`src/rtl/fpu_ctrl_pkg.sv`:
```
// fpu_ctrl_pkg
// Shared types and defaults for the FPU dispatch controller.
//   fpu_state_t            : controller FSM states
//   fpu_unit_t             : which execution unit an instruction targets
//   DEFAULT_TIMEOUT_CYCLES : default hang-detection limit (WAIT cycles)
//   DEFAULT_XLEN           : default result width
package fpu_ctrl_pkg;

    typedef enum logic [1:0] {
        IDLE  = 2'd0,
        ISSUE = 2'd1,
        WAIT  = 2'd2,
        DONE  = 2'd3
    } fpu_state_t;

    typedef enum logic {
        FAST = 1'b0,
        SLOW = 1'b1
    } fpu_unit_t;

    localparam int DEFAULT_TIMEOUT_CYCLES = 64;
    localparam int DEFAULT_XLEN           = 32;

endpackage

```
`src/rtl/fpu_timeout_counter.sv`:
```
// fpu_timeout_counter
// Saturating up-counter used to bound how long the controller waits on a unit.
// Ports:
//   clk, rst : clock, asynchronous active-high reset
//   clr      : synchronous clear (wins over en)
//   en       : count this cycle
//   tc       : terminal count; high on the enabled cycle whose increment
//              reaches LIMIT (or once already saturated), so the caller sees
//              exactly LIMIT enabled cycles before tc acts
module fpu_timeout_counter #(
    parameter int LIMIT = 64
) (
    input  logic clk,
    input  logic rst,
    input  logic clr,
    input  logic en,
    output logic tc
);

    localparam int W = $clog2(LIMIT + 1);
    localparam logic [W-1:0] LIMIT_V = W'(LIMIT);
    localparam logic [W-1:0] LAST_V  = W'(LIMIT - 1);

    logic [W-1:0] count_q;

    always_ff @(posedge clk or posedge rst) begin
        if (rst) begin
            count_q <= '0;
        end else if (clr) begin
            count_q <= '0;
        end else if (en && (count_q != LIMIT_V)) begin
            count_q <= count_q + W'(1);
        end
    end

    assign tc = en && (count_q >= LAST_V);

endmodule

```
`src/rtl/fpu_dispatch_ctrl.sv`:
```
// fpu_dispatch_ctrl
// Issues one start pulse per FPU instruction in the execution stage, stalls
// the pipeline until the selected unit answers (or is declared hung), and
// holds the captured result until the execution stage advances.
// Optional build macro: FPU_PERF_CNT_EN adds saturating performance counters
// (fast_issue_cnt, slow_issue_cnt, fpu_stall_cycles) as extra output ports.
// Ports:
//   clk, rst                          : clock, asynchronous active-high reset
//   fast_dispatch_e, slow_dispatch_e  : FPU instruction present in exec (level)
//   cache_stall                       : memory stall, blocks issue / holds DONE
//   pipe_stall_e                      : exec held by a non-FPU stall source
//   fast_fpu_valid, slow_fpu_valid    : unit result valid
//   fast_fpu_result, slow_fpu_result  : unit results
//   fast_fpu_en_pulse, slow_fpu_en_pulse : registered one-cycle unit starts
//   fpu_stall                         : stall request to hazard logic
//   fpu_result_e, fpu_result_valid_e  : captured result and its valid
//   busy                              : controller not idle
//   timeout_err, dual_dispatch_err    : sticky error flags
//
// state | meaning
// IDLE  | no operation in flight; waits for a dispatch without cache stall
// ISSUE | start pulse to the selected unit is high this cycle
// WAIT  | waiting for the selected unit's valid, bounded by timeout
// DONE  | result presented to exec; held until exec advances
module fpu_dispatch_ctrl
    import fpu_ctrl_pkg::*;
#(
    parameter int TIMEOUT_CYCLES = DEFAULT_TIMEOUT_CYCLES,
    parameter int XLEN           = DEFAULT_XLEN
) (
    input  logic            clk,
    input  logic            rst,
    input  logic            fast_dispatch_e,
    input  logic            slow_dispatch_e,
    input  logic            cache_stall,
    input  logic            pipe_stall_e,
    input  logic            fast_fpu_valid,
    input  logic            slow_fpu_valid,
    input  logic [XLEN-1:0] fast_fpu_result,
    input  logic [XLEN-1:0] slow_fpu_result,
    output logic            fast_fpu_en_pulse,
    output logic            slow_fpu_en_pulse,
    output logic            fpu_stall,
    output logic [XLEN-1:0] fpu_result_e,
    output logic            fpu_result_valid_e,
    output logic            busy,
    output logic            timeout_err,
    output logic            dual_dispatch_err
`ifdef FPU_PERF_CNT_EN
    ,
    output logic [31:0]     fast_issue_cnt,
    output logic [31:0]     slow_issue_cnt,
    output logic [31:0]     fpu_stall_cycles
`endif
);

    fpu_state_t      state_q, state_d;
    fpu_unit_t       unit_q, unit_d;
    logic            flushed_q, flushed_d;
    logic [XLEN-1:0] result_q, result_d;
    logic            result_load;
    logic            fast_pulse_q, slow_pulse_q;
    logic            timeout_q, timeout_set;
    logic            dual_q, dual_set;
    logic            dispatch_any;
    logic            sel_valid;
    logic [XLEN-1:0] sel_result;
    logic            discard;
    logic            cnt_clr, cnt_en, cnt_tc;

    assign dispatch_any = fast_dispatch_e | slow_dispatch_e;
    assign sel_valid    = (unit_q == FAST) ? fast_fpu_valid  : slow_fpu_valid;
    assign sel_result   = (unit_q == FAST) ? fast_fpu_result : slow_fpu_result;
    // Dispatch dropping mid-operation means the instruction was flushed; the
    // unit still has to finish, but its answer must not reach exec.
    assign discard      = flushed_q | ~dispatch_any;

    assign cnt_clr = (state_q == IDLE);
    assign cnt_en  = (state_q == WAIT);

    fpu_timeout_counter #(
        .LIMIT (TIMEOUT_CYCLES)
    ) u_timeout (
        .clk (clk),
        .rst (rst),
        .clr (cnt_clr),
        .en  (cnt_en),
        .tc  (cnt_tc)
    );

    always_ff @(posedge clk or posedge rst) begin
        if (rst) begin
            state_q      <= IDLE;
            unit_q       <= FAST;
            flushed_q    <= 1'b0;
            result_q     <= '0;
            fast_pulse_q <= 1'b0;
            slow_pulse_q <= 1'b0;
            timeout_q    <= 1'b0;
            dual_q       <= 1'b0;
        end else begin
            state_q      <= state_d;
            unit_q       <= unit_d;
            flushed_q    <= flushed_d;
            if (result_load) begin
                result_q <= result_d;
            end
            // ISSUE is only entered from IDLE, so this is one pulse per issue.
            fast_pulse_q <= (state_d == ISSUE) && (unit_d == FAST);
            slow_pulse_q <= (state_d == ISSUE) && (unit_d == SLOW);
            timeout_q    <= timeout_q | timeout_set;
            dual_q       <= dual_q | dual_set;
        end
    end

    always_comb begin
        state_d     = state_q;
        unit_d      = unit_q;
        flushed_d   = flushed_q;
        result_load = 1'b0;
        result_d    = '0;
        timeout_set = 1'b0;
        dual_set    = 1'b0;
        case (state_q)
            IDLE: begin
                flushed_d = 1'b0;
                if (dispatch_any && !cache_stall) begin
                    unit_d   = fast_dispatch_e ? FAST : SLOW;
                    dual_set = fast_dispatch_e & slow_dispatch_e;
                    state_d  = ISSUE;
                end
            end
            ISSUE, WAIT: begin
                flushed_d = discard;
                // A real answer wins over a timeout landing on the same cycle.
                if (sel_valid) begin
                    result_load = ~discard;
                    result_d    = sel_result;
                    state_d     = discard ? IDLE : DONE;
                end else if ((state_q == WAIT) && cnt_tc) begin
                    timeout_set = 1'b1;
                    result_load = ~discard;
                    result_d    = '0;
                    state_d     = discard ? IDLE : DONE;
                end else begin
                    state_d = WAIT;
                end
            end
            DONE: begin
                if (!pipe_stall_e && !cache_stall) begin
                    state_d = IDLE;
                end
            end
            default: state_d = IDLE;
        endcase
    end

    assign fast_fpu_en_pulse  = fast_pulse_q;
    assign slow_fpu_en_pulse  = slow_pulse_q;
    assign fpu_stall          = dispatch_any && (state_q != DONE);
    assign fpu_result_e       = result_q;
    assign fpu_result_valid_e = (state_q == DONE);
    assign busy               = (state_q != IDLE);
    assign timeout_err        = timeout_q;
    assign dual_dispatch_err  = dual_q;

`ifdef FPU_PERF_CNT_EN
    logic [31:0] fast_cnt_q, slow_cnt_q, stall_cnt_q;

    always_ff @(posedge clk or posedge rst) begin
        if (rst) begin
            fast_cnt_q  <= '0;
            slow_cnt_q  <= '0;
            stall_cnt_q <= '0;
        end else begin
            if (fast_pulse_q && (fast_cnt_q != '1)) begin
                fast_cnt_q <= fast_cnt_q + 32'd1;
            end
            if (slow_pulse_q && (slow_cnt_q != '1)) begin
                slow_cnt_q <= slow_cnt_q + 32'd1;
            end
            if (fpu_stall && (stall_cnt_q != '1)) begin
                stall_cnt_q <= stall_cnt_q + 32'd1;
            end
        end
    end

    assign fast_issue_cnt   = fast_cnt_q;
    assign slow_issue_cnt   = slow_cnt_q;
    assign fpu_stall_cycles = stall_cnt_q;
`endif

endmodule

```
`config.mk`:
```
export PLATFORM = sky130hd
export DESIGN_NAME = fpu_dispatch_ctrl
export DESIGN_NICKNAME = d
export VERILOG_FILES = /design/src/rtl/fpu_ctrl_pkg.sv /design/src/rtl/fpu_timeout_counter.sv /design/src/rtl/fpu_dispatch_ctrl.sv
export SDC_FILE = /design/constraint.sdc
export NUM_CORES = 1
export LEC_CHECK = 0
export CAP_MARGIN = 30
export CELL_PAD_IN_SITES_DETAIL_PLACEMENT = 1
export CELL_PAD_IN_SITES_GLOBAL_PLACEMENT = 1
export CORE_ASPECT_RATIO = 0.6
export CORE_MARGIN = 4
export CORE_UTILIZATION = 33
export DETAILED_ROUTE_END_ITERATION = 8
export PLACE_DENSITY = 0.81
export SYNTH_ARGS = -nofsm -noshare
export SYNTH_HDL_FRONTEND = slang
export SYNTH_SLANG_ARGS = --single-unit
```
`constraint.sdc`:
```
create_clock -name clk -period 2.59 [get_ports clk]
set_input_delay 0.3885 -clock clk [delete_from_list [all_inputs] [get_ports clk]]
set_output_delay 0.3885 -clock clk [all_outputs]
set_load 0.03 [all_outputs]
```
==> results.yml, run 1 <==
outcome:
  run_status: "finished clean"
global_routing:
  grt_pass1_vias: 2355
  grt_pass1_wl_um: 12220
  antenna_found_initial: 0
  grt_remaining_overflow: 0
  grt_use_total_pct: 16.48
  grt_max_degree: 36
clock_network:
  cts_resized: 0
  cts_buffer_depth: 2
  post_cts_buffers: 0
  h-tree-depth: 2
  cts_hold_buf: 0
  clk_latency_ps: 290
  cts_sinks: 47
  numCtsBuffers: 5
  root_buffer: "clkbuf_16"
  cts_tree: "done"
  clk_pin_slew_worst_paths_ps: 60
setup_path:
  cp.arrival_ps: 1890
  startpoint_type: "input pin"
  cp_max_fo: 5
  rrSetupSlack_ps: 510
  critPathKind: "in2out"
  critPathRequiredTime_ps: 2200
  r2r-end: "fpu_result_e[17]$_DFFE_PP0P_"
  r2r-start: "state_q[0]$_DFF_PP0_"
  endpoint_kind: "output pin"
  reg2reg_depth: 6
routing:
  drt_first_pass_iters: 4
  viasPerCell: 4.784
  routedWlPerCell_um: 16.96
  drt_wl_total_um: 7545
  via_count: 2129
  drc: 0
  drtIter0Drc: 57
  drtAntennaViolNets: 0
run:
  cap_viol_max_count: 0
sta:
  finalSetupViolations: 0
  drv_slew: 0
  setup_tns_ps: 0
  worst_pin_slew_ps: 567.6
  rsz0062_at_grt: "no"
  max_freq_mhz: 438.2
  layout_min_cycle_time_ps: 2282
  slew_headroom_pct: 62.16
  hold_viol: 0
  min_period_over_period_pct: 88.11
  finClkSkew_ps: 7.752
finish:
  area_growth_pct: 52.00
  fin_nets: 414
  fillers: 831
  post-route-util_pct: 51.47
  layout_commonest_cell: "clkdlybuf4s50_1"
  antennaDiodeCount: 0
  layout_common_cells: "clkdlybuf4s50_1, dfrtp_1, nor2_1"
  drive_gt1_share_pct: 14.84
placement:
  hpwlAfterDp_um: 5830
  portBuffers: 110
  gp_congestion: 0.7900
yosys:
  async_reset_ff_share_pct: 100.0
  seq_area_frac_synth_pct: 44.24
  synth_seq_cells: 47
  synth_nets: 302
  synth_flop_cell: "dfrtp_1"
  syn_inst: 224
  yosysUniqueCellTypes: 40
  ys_warn_count: 0
  synth_edf_count: 0
  syn_area_um2: 2659
  avgSynthCellArea_um2: 11.87
die:
  io_pins: 111
  die_w_um: 123.9
  core_um2: 7851
  initial_utilization_pct: 33.86
  die-area_um2: 9604
  rows: 25
  die_height_um: 77.53
power:
  p_per_area_nw_per_um2: 1104
  p_leak_nw: 1.797
  vdd_drop_max_mv: 0.3889
worst_hold_path:
  hp-class: "in2async"
## Yosys cell counts (2+ instances only)
library cell  count  area, um2
dfrtp_1          47       1176
nor2_1           40      150.1
mux2i_1          33      330.3
mux2_4           30      450.4
inv_1             8      30.03
ha_1              6      75.07
buf_2             4      20.02
buf_6             4      45.04
nand2b_1          4      25.02
xor2_1            4      35.03
a21oi_1           3      15.01
clkbuf_1          3      11.26
nand4_1           3      18.77
nor3_1            3      15.01
o211ai_1          3      22.52
mux2_1            2      22.52
nand3_1           2      10.01
o311ai_0          2      17.52
or3_1             2      12.51
## cell type report
cell class                 instances  area (um2)  area share (%)
timing repair buffer             116        1171           28.98
clock inverter                     1       8.758          0.2167
multi-input combinational        157        1373           33.96
sequential                        47        1177           29.13
tap                              108       135.1           3.344
inverter                           9       33.78          0.8359
clock buffer                       7       142.6           3.529
## worst max-delay path by stage
stage | from | end | slack [ps] | cells after the start
after floorplan | state_q[1]$_DFF_PP0_ | fpu_result_e[0]$_DFFE_PP0P_ | 790 | 7
after global placement | slow_dispatch_e | fpu_stall | 290 | 4
after detailed placement | slow_dispatch_e | fpu_stall | 280 | 4
after CTS | fast_dispatch_e | fpu_stall | 290 | 4
after global routing | slow_dispatch_e | fpu_stall | 230 | 4
final | slow_dispatch_e | fpu_stall | 310 | 4
## power breakdown
group	internal, W	switching [W]
Sequential	0.00100	0.000198
Clock	0.000387	0.000273
Combinational	0.00127	0.00133
Total	0.00266	0.00180
## flip-flops by register name, summed over array words and instances (netlist names)
name / cells
dual_dispatch_err: 1
fast_fpu_en_pulse: 1
flushed_q: 1
fpu_result_e: 32
slow_fpu_en_pulse: 1
state_q: 2
timeout_err: 1
u_timeout.count_q: 7
unit_q: 1
## logic make-up (layout without fill, tap and decap cells)
logic type,after synthesis,in the layout,share of synthesized area (%)
mux,66,66,31.06
buf+inv,20,133,4.141
xor+xnor,5,5,1.647
simple gates,59,59,10.07
fa+ha+maj,6,6,2.823
flops,47,47,44.24
compound gates,21,21,6.024
## per-layer routing
| layer | track usage, % | wire length (um) |
|---|---|---|
| met1 | 20.83 | 3318 |
| met2 | 26.42 | 3522 |
| met3 | 6.701 | 654 |
| met4 | 3.646 | 50 |
| met5 | 0 | 0 |
## worst max-delay path, cell delays in order
cell and delay (ps):
clkdlybuf4s50_1 480, nor2_1 320, nor2_1 90, clkdlybuf4s50_1 610
## metrics by stage
step                setup WS (ps)  area (um2)  cells  hold WS, ps  total power (W)
global route                230.2        4041    445        508.3         0.004752
floorplan                   791.8        2659    224        495.9         0.002939
CTS                         292.6        4041    445        484.9         0.004528
finish                      308.0        4041    445        470.5         0.004464
global placement            290.5        3890    437        454.8         0.003747
detailed placement          284.9        3890    437        474.3         0.003843
No activity file was read; power rests on OpenSTA's default activity.
==> inputs of run 2 (changes only) <==
--- a/config.mk
+++ b/config.mk
@@ -9,10 +9,10 @@
 export CELL_PAD_IN_SITES_DETAIL_PLACEMENT = 1
 export CELL_PAD_IN_SITES_GLOBAL_PLACEMENT = 1
 export CORE_ASPECT_RATIO = 0.6
-export CORE_MARGIN = 4
-export CORE_UTILIZATION = 33
+export CORE_MARGIN = 2
+export CORE_UTILIZATION = 29
 export DETAILED_ROUTE_END_ITERATION = 8
-export PLACE_DENSITY = 0.81
+export PLACE_DENSITY = 0.76
 export SYNTH_ARGS = -nofsm -noshare
 export SYNTH_HDL_FRONTEND = slang
 export SYNTH_SLANG_ARGS = --single-unit
==> constraint.sdc (replaced) <==
create_clock -name clk -period 2 [get_ports clk]
set_input_delay 0.3 -clock clk [delete_from_list [all_inputs] [get_ports clk]]
set_output_delay 0.3 -clock clk [all_outputs]
set_load 0.03 [all_outputs]
==> run 2 against run 1 <==
Via count about the same; largest power group unchanged; combinational power increased by 33%; non-clock buffer count increased by 9; clock-buffer cell count decreased by 2; clock skew decreased by 4.3 ps; setup slack got worse by 200 ps; sequential share of layout area decreased by 0.58 points.
==> results.yml, run 2 (synthesis results as in run 1) <==
finish:
  largest_register_ffs: 32
  layout_common_cells: "clkdlybuf4s50_1, dfrtp_1, nor2_1"
  drive_gt1_share_pct: 17.92
  design_area_um2: 4124
  stdcell_count: 462
  fin_nets: 423
  layout_commonest_cell: "clkdlybuf4s50_1"
  area_growth_pct: 55.11
  fillers: 1019
  antennaDiodeCount: 0
setup_path:
  cp_max_fo: 10
  critPathKind: "reg2reg"
  endpoint_kind: "register"
  startpoint_type: "register"
  cp.arrival_ps: 2060
  critPathRequiredTime_ps: 2170
clock_network:
  h-tree-depth: 2
  numCtsBuffers: 5
  clk_latency_ps: 280
  cts_tree: "done"
  root_buffer: "clkbuf_16"
  clk_pin_slew_worst_paths_ps: 60
  cts_hold_buf: 0
  cts_sinks: 47
  cts_buffer_depth: 2
power:
  power.switching_w: 0.002337
  clock_power_share_pct: 14.0
  p_comb_share_pct: 59.8
  internal_power_w: 0.003469
  p_leak_nw: 1.852
  swShare_pct: 40.24
  power_w: 0.005806
  vdd_drop_max_mv: 0.6188
  power_frac_seq_pct: 26.2
  p_per_area_nw_per_um2: 1408
global_routing:
  grt_remaining_overflow: 0
  grt_use_total_pct: 14.90
  antenna_found_initial: 0
  grt_pass1_vias: 2338
  grt_pass1_wl_um: 11850
  grt_max_degree: 48
die:
  core_um2: 9054
  rows: 27
  die_height_um: 78.17
  initial_utilization_pct: 29.37
  io_pins: 111
  die-area_um2: 9976
  die_w_um: 127.6
sta:
  hold_viol: 0
  slew_headroom_pct: 62.49
  finalSetupViolations: 0
  setup_tns_ps: 0
  drv_slew: 0
  min_period_over_period_pct: 94.58
  fin_ws_ps: 108.3
  max_freq_mhz: 528.6
  worst_pin_slew_ps: 562.6
  layout_min_cycle_time_ps: 1892
  finClkSkew_ps: 3.491
  rsz0062_at_grt: "no"
routing:
  drtAntennaViolNets: 0
  drtIter0Drc: 79
  viasPerCell: 4.606
  routedWlPerCell_um: 15.83
  drt_first_pass_iters: 4
  drc: 0
  via_count: 2128
  drt_wl_total_um: 7313
placement:
  gp_congestion: 0.8597
  pre_cts_slack_ps: 8.350
  dp_cells: 452
  portBuffers: 110
  place_area_um2: 3963
  hpwlAfterDp_um: 5535
outcome:
  run_status: "finished clean"
run:
  cap_viol_max_count: 0
worst_hold_path:
  hp-class: "in2async"
[run 2: cell types whose count changed in the layout (fill, tap and decap cells not counted), sizes merged]
cell,before,now
inv,9,10
clkbuf,7,5
clkinv,1,2
dlygate4sd2,0,2
clkdlybuf4s50,110,107
buf,6,16
[run 2: timing repair]
item / in CTS / in global routing
gates resized for setup: 2 / 1
setup buffers: 0 / 2
setup endpoints to repair: 2 / 32
hold endpoints to repair: 0 / 0
pin swaps: 0 / 1
[run 2: power groups by stage]
stage | clock, W | combinational, W | sequential, W
finish | 0.000815 | 0.00347 | 0.00152
global route | 0.000880 | 0.00373 | 0.00157
CTS | 0.000836 | 0.00352 | 0.00152
detailed placement | 0 | 0.00352 | 0.00153
global placement | 0 | 0.00343 | 0.00152
floorplan | 0 | 0.00177 | 0.00204
[run 2: path summary, 6_finish.rpt]
| check | start | endpoint | slack [ps] | depth (start not counted) |
|---|---|---|---|---|
| min in group clk | dual_dispatch_err$_DFF_PP0_ | dual_dispatch_err$_DFF_PP0_ | 480 | 1 |
| max in group asynchronous | rst | unit_q$_DFF_PP0_ | 1390 | 3 |
| setup reg to reg | u_timeout.count_q[1]$_DFFE_PP0P_ | fpu_result_e[22]$_DFFE_PP0P_ | 110 | 6 |
| hold reg to reg | dual_dispatch_err$_DFF_PP0_ | dual_dispatch_err$_DFF_PP0_ | 480 | 1 |
| hold / removal | rst | fpu_result_e[28]$_DFFE_PP0P_ | 390 | 3 |
| setup / recovery | u_timeout.count_q[1]$_DFFE_PP0P_ | fpu_result_e[22]$_DFFE_PP0P_ | 110 | 6 |
[run 2: worst max-delay path: stages (launching register included)]
cell      delay (ps)
dfrtp_1          430
ha_1             230
a211oi_1         260
nor3b_2          100
o21a_2           230
buf_4            200
mux2_4           310
[run 2: layer usage]
layer  GRT usage [%]  share of wire [%]  up-vias  wire length, um
li1                -                  -     1025                -
met1           20.32                 47     1037             3463
met2           24.28                 46       62             3345
met3           4.022                6.3        4              459
met4           2.308               0.62        0               45
met5               0                  0        -                0
[run 2: layout make-up]
type	count	area, um2	area share [%]
inverters	9	33.78	0.8192
clock inverters	3	18.77	0.4551
clock buffers	5	125.1	3.034
repair buffers	125	1246	30.22
multi-input cells	157	1378	33.40
flip-flops and latches	47	1177	28.55
well taps	116	145.1	3.519
[run 2: through the flow]
| stage | utilization, % | hold slack (ps) |
|---|---|---|
| after floorplan | - | 409.9 |
| after global placement | 43.77 | 468.0 |
| after detailed placement | 43.77 | 471.0 |
| after CTS | 45.33 | 394.0 |
| after global routing | 45.55 | 403.9 |
| final | 45.55 | 385.8 |
